$ cat config.mk
export PLATFORM = sky130hd
export DESIGN_NAME = bilerp_pipe_flat
export DESIGN_NICKNAME = d
export VERILOG_FILES = /design/src/rtl/bilerp_pipe_if.sv /design/src/rtl/bilerp_pipe.sv /design/src/flat_wrapper.sv
export SDC_FILE = /design/constraint.sdc
export NUM_CORES = 2
export LEC_CHECK = 0
export BUFFER_PORTS_ARGS = -buffer_cell sky130_fd_sc_hd__buf_2
export CAP_MARGIN = 10
export CORE_MARGIN = 2
export CORE_UTILIZATION = 30
export DETAILED_ROUTE_END_ITERATION = 10
export PLACE_DENSITY_LB_ADDON = 0.08
export RECOVER_POWER = 50
export SLEW_MARGIN = 20
export SYNTH_ARGS = -nofsm -noshare
export SYNTH_HDL_FRONTEND = slang
export SYNTH_SLANG_ARGS = --single-unit
$ cat constraint.sdc
create_clock -name clk -period 36.4 [get_ports clk]
set_input_delay 5.46 -clock clk [delete_from_list [all_inputs] [get_ports clk]]
set_output_delay 5.46 -clock clk [all_outputs]
set_load 0.01 [all_outputs]
$ cat src/rtl/bilerp_pipe_if.sv
`default_nettype none
// ----------------------------------------------------------------------------
// bilerp_pipe_if: neighbourhood input and pixel output handshake bundle.
// Revision 1.0
// ----------------------------------------------------------------------------
interface bilerp_pipe_if #(
  parameter int NUM_CH     = 3,
  parameter int CH_WIDTH   = 8,
  parameter int FRAC_WIDTH = 6
);
  localparam int PIX_W = NUM_CH * CH_WIDTH;

  logic                  in_valid;
  logic                  in_ready;
  logic [PIX_W-1:0]      p00;
  logic [PIX_W-1:0]      p01;
  logic [PIX_W-1:0]      p10;
  logic [PIX_W-1:0]      p11;
  logic [FRAC_WIDTH-1:0] u_frac;
  logic [FRAC_WIDTH-1:0] v_frac;
  logic                  x_edge;
  logic                  y_edge;
  logic                  mode;
  logic                  in_sol;
  logic                  in_eol;
  logic                  in_sof;
  logic                  out_valid;
  logic                  out_ready;
  logic [PIX_W-1:0]      out_data;
  logic                  out_sol;
  logic                  out_eol;
  logic                  out_sof;
  logic                  busy;

  modport master (
    output in_valid, p00, p01, p10, p11, u_frac, v_frac, x_edge, y_edge, mode,
           in_sol, in_eol, in_sof, out_ready,
    input  in_ready, out_valid, out_data, out_sol, out_eol, out_sof, busy
  );

  modport slave (
    input  in_valid, p00, p01, p10, p11, u_frac, v_frac, x_edge, y_edge, mode,
           in_sol, in_eol, in_sof, out_ready,
    output in_ready, out_valid, out_data, out_sol, out_eol, out_sof, busy
  );
endinterface
`default_nettype wire

$ cat src/rtl/bilerp_pipe.sv
`default_nettype none
// ----------------------------------------------------------------------------
// bilerp_pipe: pipelined bilinear / nearest-neighbour pixel interpolator.
// Revision 1.0
// ----------------------------------------------------------------------------
module bilerp_pipe #(
  parameter int NUM_CH     = 3,
  parameter int CH_WIDTH   = 8,
  parameter int FRAC_WIDTH = 6
) (
  input  logic         clk,
  input  logic         rst,
  bilerp_pipe_if.slave bus
);
  localparam int PIX_W = NUM_CH * CH_WIDTH;
  localparam int WW    = 2 * FRAC_WIDTH + 1;
  localparam int PW    = CH_WIDTH + WW;
  localparam int AW    = PW + 2;
  localparam int RW    = AW - 2 * FRAC_WIDTH;

  localparam logic [FRAC_WIDTH:0] c_s     = {1'b1, {FRAC_WIDTH{1'b0}}};
  localparam logic [AW-1:0]       c_round = AW'(1) << (2 * FRAC_WIDTH - 1);
  localparam logic [RW-1:0]       c_max   = {{(RW - CH_WIDTH){1'b0}}, {CH_WIDTH{1'b1}}};

  // A single advance enable keeps every stage in lockstep; bubbles are kept.
  logic w_adv;
  assign w_adv        = bus.out_ready | ~bus.out_valid;
  assign bus.in_ready = w_adv;

  // ---------------- S1: substitute taps and form weights ----------------
  logic [PIX_W-1:0]      w_x01;
  logic [PIX_W-1:0]      w_x11;
  logic [FRAC_WIDTH:0]   w_su;
  logic [FRAC_WIDTH:0]   w_sv;
  logic [FRAC_WIDTH:0]   w_uu;
  logic [FRAC_WIDTH:0]   w_vv;
  logic [PIX_W-1:0]      s1_pix_d [4];
  logic [WW-1:0]         s1_wt_d  [4];

  logic                  s1_valid_q;
  logic                  s1_mode_q;
  logic [2:0]            s1_tag_q;
  logic [1:0]            s1_sel_q;
  logic [PIX_W-1:0]      s1_pix_q [4];
  logic [WW-1:0]         s1_wt_q  [4];

  // x substitution first, so the y step copies the already-replicated top row.
  assign w_x01       = bus.x_edge ? bus.p00 : bus.p01;
  assign w_x11       = bus.x_edge ? bus.p10 : bus.p11;
  assign s1_pix_d[0] = bus.p00;
  assign s1_pix_d[1] = w_x01;
  assign s1_pix_d[2] = bus.y_edge ? bus.p00 : bus.p10;
  assign s1_pix_d[3] = bus.y_edge ? w_x01 : w_x11;

  assign w_uu       = {1'b0, bus.u_frac};
  assign w_vv       = {1'b0, bus.v_frac};
  assign w_su       = c_s - w_uu;
  assign w_sv       = c_s - w_vv;
  assign s1_wt_d[0] = WW'(w_su) * WW'(w_sv);
  assign s1_wt_d[1] = WW'(w_uu) * WW'(w_sv);
  assign s1_wt_d[2] = WW'(w_su) * WW'(w_vv);
  assign s1_wt_d[3] = WW'(w_uu) * WW'(w_vv);

  always_ff @(posedge clk or posedge rst) begin
    if (rst) begin
      s1_valid_q <= 1'b0;
      s1_mode_q  <= 1'b0;
      s1_tag_q   <= '0;
      s1_sel_q   <= '0;
      for (int k = 0; k < 4; k++) begin
        s1_pix_q[k] <= '0;
        s1_wt_q[k]  <= '0;
      end
    end else if (w_adv) begin
      s1_valid_q <= bus.in_valid;
      s1_mode_q  <= bus.mode;
      s1_tag_q   <= {bus.in_sof, bus.in_eol, bus.in_sol};
      s1_sel_q   <= {bus.v_frac[FRAC_WIDTH-1], bus.u_frac[FRAC_WIDTH-1]};
      for (int k = 0; k < 4; k++) begin
        s1_pix_q[k] <= s1_pix_d[k];
        s1_wt_q[k]  <= s1_wt_d[k];
      end
    end
  end

  // ---------------- S2: per-channel products ----------------
  logic [PW-1:0]    s2_prod_d [NUM_CH][4];
  logic [PIX_W-1:0] s2_nn_d;

  logic             s2_valid_q;
  logic             s2_mode_q;
  logic [2:0]       s2_tag_q;
  logic [PIX_W-1:0] s2_nn_q;
  logic [PW-1:0]    s2_prod_q [NUM_CH][4];

  generate
    for (genvar c = 0; c < NUM_CH; c++) begin : g_ch_mul
      for (genvar k = 0; k < 4; k++) begin : g_tap
        assign s2_prod_d[c][k] = PW'(s1_pix_q[k][c*CH_WIDTH +: CH_WIDTH]) * PW'(s1_wt_q[k]);
      end
    end
  endgenerate

  // Tap index is {v MSB, u MSB}, matching the p00/p01/p10/p11 ordering.
  assign s2_nn_d = s1_pix_q[s1_sel_q];

  always_ff @(posedge clk or posedge rst) begin
    if (rst) begin
      s2_valid_q <= 1'b0;
      s2_mode_q  <= 1'b0;
      s2_tag_q   <= '0;
      s2_nn_q    <= '0;
      for (int c = 0; c < NUM_CH; c++) begin
        for (int k = 0; k < 4; k++) begin
          s2_prod_q[c][k] <= '0;
        end
      end
    end else if (w_adv) begin
      s2_valid_q <= s1_valid_q;
      s2_mode_q  <= s1_mode_q;
      s2_tag_q   <= s1_tag_q;
      s2_nn_q    <= s2_nn_d;
      for (int c = 0; c < NUM_CH; c++) begin
        for (int k = 0; k < 4; k++) begin
          s2_prod_q[c][k] <= s2_prod_d[c][k];
        end
      end
    end
  end

  // ---------------- S3: sum, round and scale ----------------
  logic [RW-1:0]    s3_sum_d [NUM_CH];

  logic             s3_valid_q;
  logic             s3_mode_q;
  logic [2:0]       s3_tag_q;
  logic [PIX_W-1:0] s3_nn_q;
  logic [RW-1:0]    s3_sum_q [NUM_CH];

  generate
    for (genvar c = 0; c < NUM_CH; c++) begin : g_ch_sum
      assign s3_sum_d[c] = RW'((AW'(s2_prod_q[c][0]) + AW'(s2_prod_q[c][1]) +
                                AW'(s2_prod_q[c][2]) + AW'(s2_prod_q[c][3]) +
                                c_round) >> (2 * FRAC_WIDTH));
    end
  endgenerate

  always_ff @(posedge clk or posedge rst) begin
    if (rst) begin
      s3_valid_q <= 1'b0;
      s3_mode_q  <= 1'b0;
      s3_tag_q   <= '0;
      s3_nn_q    <= '0;
      for (int c = 0; c < NUM_CH; c++) begin
        s3_sum_q[c] <= '0;
      end
    end else if (w_adv) begin
      s3_valid_q <= s2_valid_q;
      s3_mode_q  <= s2_mode_q;
      s3_tag_q   <= s2_tag_q;
      s3_nn_q    <= s2_nn_q;
      for (int c = 0; c < NUM_CH; c++) begin
        s3_sum_q[c] <= s3_sum_d[c];
      end
    end
  end

  // ---------------- Output register: saturate or pick nearest ----------------
  logic [PIX_W-1:0] out_data_d;
  logic             out_valid_q;
  logic [2:0]       out_tag_q;
  logic [PIX_W-1:0] out_data_q;

  generate
    for (genvar c = 0; c < NUM_CH; c++) begin : g_ch_out
      assign out_data_d[c*CH_WIDTH +: CH_WIDTH] =
          s3_mode_q              ? s3_nn_q[c*CH_WIDTH +: CH_WIDTH] :
          (s3_sum_q[c] > c_max)  ? {CH_WIDTH{1'b1}} :
                                   s3_sum_q[c][CH_WIDTH-1:0];
    end
  endgenerate

  always_ff @(posedge clk or posedge rst) begin
    if (rst) begin
      out_valid_q <= 1'b0;
      out_tag_q   <= '0;
      out_data_q  <= '0;
    end else if (w_adv) begin
      out_valid_q <= s3_valid_q;
      out_tag_q   <= s3_tag_q;
      out_data_q  <= out_data_d;
    end
  end

  assign bus.out_valid = out_valid_q;
  assign bus.out_data  = out_data_q;
  assign bus.out_sol   = out_tag_q[0];
  assign bus.out_eol   = out_tag_q[1];
  assign bus.out_sof   = out_tag_q[2];
  assign bus.busy      = s1_valid_q | s2_valid_q | s3_valid_q | out_valid_q;

endmodule
`default_nettype wire

$ cat src/flat_wrapper.sv
// flat-port wrapper written by rule: the top's interface ports become plain ports
module bilerp_pipe_flat 
#(
  parameter int NUM_CH     = 3,
  parameter int CH_WIDTH   = 8,
  parameter int FRAC_WIDTH = 6
)
  (clk, rst, bus_in_valid, bus_p00, bus_p01, bus_p10, bus_p11, bus_u_frac, bus_v_frac, bus_x_edge, bus_y_edge, bus_mode, bus_in_sol, bus_in_eol, bus_in_sof, bus_out_ready, bus_in_ready, bus_out_valid, bus_out_data, bus_out_sol, bus_out_eol, bus_out_sof, bus_busy);
  bilerp_pipe_if #(.NUM_CH(NUM_CH), .CH_WIDTH(CH_WIDTH), .FRAC_WIDTH(FRAC_WIDTH)) bus_i ();
  input  logic clk;
  input  logic rst;
  input wire logic [$bits(bus_i.in_valid)-1:0] bus_in_valid;
  input wire logic [$bits(bus_i.p00)-1:0] bus_p00;
  input wire logic [$bits(bus_i.p01)-1:0] bus_p01;
  input wire logic [$bits(bus_i.p10)-1:0] bus_p10;
  input wire logic [$bits(bus_i.p11)-1:0] bus_p11;
  input wire logic [$bits(bus_i.u_frac)-1:0] bus_u_frac;
  input wire logic [$bits(bus_i.v_frac)-1:0] bus_v_frac;
  input wire logic [$bits(bus_i.x_edge)-1:0] bus_x_edge;
  input wire logic [$bits(bus_i.y_edge)-1:0] bus_y_edge;
  input wire logic [$bits(bus_i.mode)-1:0] bus_mode;
  input wire logic [$bits(bus_i.in_sol)-1:0] bus_in_sol;
  input wire logic [$bits(bus_i.in_eol)-1:0] bus_in_eol;
  input wire logic [$bits(bus_i.in_sof)-1:0] bus_in_sof;
  input wire logic [$bits(bus_i.out_ready)-1:0] bus_out_ready;
  output wire logic [$bits(bus_i.in_ready)-1:0] bus_in_ready;
  output wire logic [$bits(bus_i.out_valid)-1:0] bus_out_valid;
  output wire logic [$bits(bus_i.out_data)-1:0] bus_out_data;
  output wire logic [$bits(bus_i.out_sol)-1:0] bus_out_sol;
  output wire logic [$bits(bus_i.out_eol)-1:0] bus_out_eol;
  output wire logic [$bits(bus_i.out_sof)-1:0] bus_out_sof;
  output wire logic [$bits(bus_i.busy)-1:0] bus_busy;
  assign bus_i.in_valid = bus_in_valid;
  assign bus_i.p00 = bus_p00;
  assign bus_i.p01 = bus_p01;
  assign bus_i.p10 = bus_p10;
  assign bus_i.p11 = bus_p11;
  assign bus_i.u_frac = bus_u_frac;
  assign bus_i.v_frac = bus_v_frac;
  assign bus_i.x_edge = bus_x_edge;
  assign bus_i.y_edge = bus_y_edge;
  assign bus_i.mode = bus_mode;
  assign bus_i.in_sol = bus_in_sol;
  assign bus_i.in_eol = bus_in_eol;
  assign bus_i.in_sof = bus_in_sof;
  assign bus_i.out_ready = bus_out_ready;
  assign bus_in_ready = bus_i.in_ready;
  assign bus_out_valid = bus_i.out_valid;
  assign bus_out_data = bus_i.out_data;
  assign bus_out_sol = bus_i.out_sol;
  assign bus_out_eol = bus_i.out_eol;
  assign bus_out_sof = bus_i.out_sof;
  assign bus_busy = bus_i.busy;
  bilerp_pipe #(.NUM_CH(NUM_CH), .CH_WIDTH(CH_WIDTH), .FRAC_WIDTH(FRAC_WIDTH)) u_core (.clk(clk), .rst(rst), .bus(bus_i));
endmodule
Word level (Yosys, flattened, before mapping):

Cells that the tools add are included.

* bits of input ports: 118
* output and inout bits: 30
* word-level logic and storage cells: 91
* bits in registers: 526

* mux-type cells: 13
* bitwise operators: 6
* add/subtract/negate cells: 14
* magnitude comparators: 4
* multipliers: 16

Operators by type and width (number)
* multiplier 8 x 13 -> 21 bit: 12
* two-way mux 24 bit: 6
* adder 23 x 21 -> 23 bit: 6
* adder 23 x 12 -> 23 bit, second input constant: 3
* adder 21 x 21 -> 22 bit: 3
* binary-select mux 24 bit (select 2 bit): 1
* two-way mux 8 bit: 6
* > comparator 11 x 8 -> 1 bit, second input constant: 3
* subtractor 7 x 6 -> 7 bit, first input constant: 2
* multiplier 6 x 7 -> 13 bit: 1
* multiplier 7 x 6 -> 13 bit: 1
* multiplier 7 x 7 -> 13 bit: 1
* multiplier 6 x 6 -> 12 bit: 1
* bitwise OR 1 bit: 4
* >= comparator 3 bit, second input constant: 1
* NOT 2 -> 3 bit: 1
* NOT 1 bit: 1

Logic depth before layout (Yosys ltp):

* depth after elaboration: 4
* mapped depth: 24
* mapped depth without buffers: 22

Least setup slack after synthesis:

No wires, ideal clock.

* path kind: input to output
* start: in bus_out_ready
* end: out bus_in_ready
* path slack: 24319 ps
* buffers on the path: 4
* data arrival time: 6621 ps
* required time: 30940 ps
* cell stages on the path: 6
* path through: nor2b_1 -> clkbuf_1 -> inv_1 -> clkbuf_1 -> clkbuf_1 -> clkbuf_1

* word-level cells in the longest chain between the ends: 1

RTL lines
* from (decl): RTL line flat_wrapper.sv:25 `input wire logic [$bits(bus_i.out_ready)-1:0] bus_out_ready;`
* bitwise OR 1 bit: RTL line bilerp_pipe.sv:27 `assign w_adv = bus.out_ready | ~bus.out_valid;`
* to (decl): RTL line flat_wrapper.sv:26 `output wire logic [$bits(bus_i.in_ready)-1:0] bus_in_ready;`

No other way between the ends.

Worst setup path after layout:

Ends and elaborated chain as after synthesis.

==> results_dict.tcl <==
set metrics [dict create \
    status "complete, but fails checks" \
    violations "capacitance limit, slew limit" \
    drv_slew 1063 \
    max_stage_delay_ns 2.71 \
    die_h_um 487 \
    die_area_mm2 0.237 \
    relSlewSlack_pct -164 \
    grt_max_degree 143 \
    ff2ff_setup_slack_ns 28.06 \
    numCtsBuffers 78 \
    drive_above_1_share_pct 5.46 \
    r2r-end "u_core.s2_prod_q[166]" \
    cp.required_ns 30.94 \
    synth.net_count 9659 \
    core_mm2 0.232 \
    critPathKind "input port to output port" \
    overflow 0 \
    antenna_found_initial 26 \
    htree_num_levels 3 \
    worst_pin_slew_ns 3.93 \
    synth.most_common_cell "nand2_1" \
    nFillCells 24455 \
    ys_ff_latch 522 \
    die_w_um 487 \
    clockRootBuffer "clkbuf_16" \
    seqCellArea_mm2 0.0131 \
    synthTopCellsByCount "nand2_1 (1,294), inv_1 (1,076), fa_1 (919)" \
    num_io_pins 148 \
    area_growth_pct 9.58 \
    cpMostUsedCell "buf_2" \
    period_needed_ns 14.90 \
    finalSetupViolations 0 \
    drc 0 \
    met1_usage_pct 25.9 \
    synth_area_leaders "fa_1 (26%), dfrtp_1 (19%), ha_1 (14%), and2_1 (7.0%), nand2_1 (6.9%)" \
    rr_startpoint "u_core.bus.out_valid" \
    path_cells "buf_2, nor2b_1, clkinvlp_2, buf_2" \
    dp_hpwl_mm 174 \
    synth_top_cell_area_share_pct 26.3 \
    hold_ws_ns 0.464 \
    met2_usage_pct 33.1 \
    clock_latency_ns 0.76 \
    rsz0062_at_grt "false" \
    fin_crit_sh_pct 40.9 \
    reg2regPathDepth 9 \
    cp-end-kind "output port" \
    row_count 177 \
    crit_end "bus_in_ready" \
    wl_per_cell_um 20.7 \
    route.vias.total 52718 \
    drtIter0Drc 2668 \
    hold_viol_final 0 \
    initial_utilization_pct 30.1 \
    avgViaCountPerCell 4.83 \
    cts_max_path_buffers 3 \
    cp-startpoint "bus_out_ready" \
    gr-usage-met3_pct 1.77 \
    path_clk_slew_ns 0.05 \
    setup_ws_ns 21.50 \
    hold_depth 2 \
    yosysUniqueCellTypes 74 \
    synth_edf_count 0 \
    drv_cap 18 \
    post_synth_inst_count 7844 \
    cp-start-kind "input port" \
    postSynthAreaPerCell_um2 8.91 \
    ys_async_sr_fraction_pct 100 \
    hold_buffers 0 \
    critPathMaxFanout 90 \
    drt-pass1-iter-count 5 \
    worst-endpoint-arrival_ns 9.44 \
    multiInputGateArea_mm2 0.0515 \
    clock-sinks 522 \
    grt_use_total_pct 19.3 \
    num-nets-final 9614 \
    drt-total-wl_mm 225 \
    yosysTopAreaCell "fa_1" \
    port_buffers 147 \
    min_path_type "flop to flop" \
    cts_resized 0 \
    fmax_mhz 67.1 \
    ant_nets 0 \
    fin_area_mm2 0.0766 \
    synth_area_mm2 0.0699 \
    synthFlopType "dfrtp_1" \
    synth-seq-area-share_pct 18.7 \
    grt_pass1_vias 55773 \
    busiest_layer "met2" \
    cts_tree "yes" \
    fin_tns_setup_ns 0 \
    clock_skew_ns 0.0522 \
    dpl-instance-area_mm2 0.0739 \
    grt_first_pass_wirelength_mm 349 \
    dpl_worst_slack_ns 24.64 \
    yosysWarnings 0 \
    postCtsSetupBuffers 0 \
    crit_slowest_cell "clkinvlp_2" \
    gp_congestion 0.810 \
]
final cells by class:
cell class              instances  area share (%)
multi-input cells            5875            67.2
flip-flops and latches        522            17.1
inverters                    1077            5.28
well taps                    3043            4.97
clock buffers                 101            2.78
repair buffers                245            1.82
clock inverters                42           0.916
diodes                          5          0.0163
stage by stage:
| step | utilization [%] | std cells |
|---|---|---|
| global route | 33.0 | 10907 |
| global placement | 31.8 | 10762 |
| floorplan | - | 7844 |
| detailed placement | 31.8 | 10762 |
| finish | 33.0 | 10910 |
| CTS | 33.1 | 10905 |
logic make-up after synthesis:
family                   after synthesis  synth area share (%)
AO/OA/AOI/OAI                       1080                  9.54
flip-flops                           522                  18.7
AND/OR/NAND/NOR                     2737                  18.6
multiplexers                         100                  1.91
XOR/XNOR                             261                  3.27
adder cells (fa/ha/maj)             1697                  40.2
buffers and inverters               1447                  7.77
how the worst min path moves through the flow:
stage	slack [ns]	start	to
floorplan	0.44	u_core.s1_mode_q	u_core.s1_mode_q
global placement	0.45	u_core.s3_nn_q[16]	u_core.s3_nn_q[16]
detailed placement	0.46	u_core.s3_nn_q[19]	u_core.s3_nn_q[19]
CTS	0.47	u_core.s2_nn_q[1]	u_core.s2_nn_q[1]
global route	0.49	u_core.s2_prod_q[21]	u_core.s2_prod_q[21]
finish	0.46	u_core.s1_sel_q[1]	u_core.s1_sel_q[1]
cells in the final DEF, fill, tap and decap left out, drive strengths merged, types with 31 or more instances in the layout:
| master | netlist | routed |
|---|---|---|
| nand2 | 1295 | 1295 |
| o21ai | 237 | 237 |
| dfrtp | 522 | 522 |
| and2 | 786 | 786 |
| nand3 | 64 | 64 |
| nor3 | 69 | 69 |
| nor2 | 330 | 330 |
| o211ai | 51 | 51 |
| xnor2 | 149 | 149 |
| inv | 1077 | 1079 |
| buf | 19 | 201 |
| mux2i | 50 | 50 |
| fa | 919 | 919 |
| nor2b | 31 | 31 |
| a21oi | 390 | 390 |
| xor2 | 112 | 112 |
| o21bai | 37 | 37 |
| a211oi | 60 | 60 |
| clkbuf | 351 | 145 |
| ha | 778 | 778 |
| o21a | 51 | 51 |
| a21o | 77 | 77 |
per-layer routing:
layer	routed length [um]	share of wire (%)
met5	0	0
met4	6440	2.9
met3	6760	3.0
met2	109000	48
met1	103000	46
state kept, by name, indices dropped and copies added (netlist names):
name                  flops
u_core.s1_pix_q          96
u_core.out_tag_q          3
u_core.s1_mode_q          1
u_core.s3_valid_q         1
u_core.s2_mode_q          1
u_core.s2_prod_q        252
u_core.s2_valid_q         1
u_core.s2_tag_q           3
u_core.s3_tag_q           3
u_core.s3_nn_q           24
u_core.s1_sel_q           2
u_core.s1_wt_q           48
u_core.s1_valid_q         1
u_core.s3_sum_q          33
u_core.s2_nn_q           24
u_core.bus.out_valid      1
u_core.s3_mode_q          1
u_core.bus.out_data      24
u_core.s1_tag_q           3
worst max-delay path, delay by kind of cell:
family	cells	cell delay (ns)
buffers and inverters	3	3.80
and+or+nand+nor	1	0.17
Power is not shown: default switching activity piles up to over one toggle a cycle in this logic, so the estimate is an artifact.
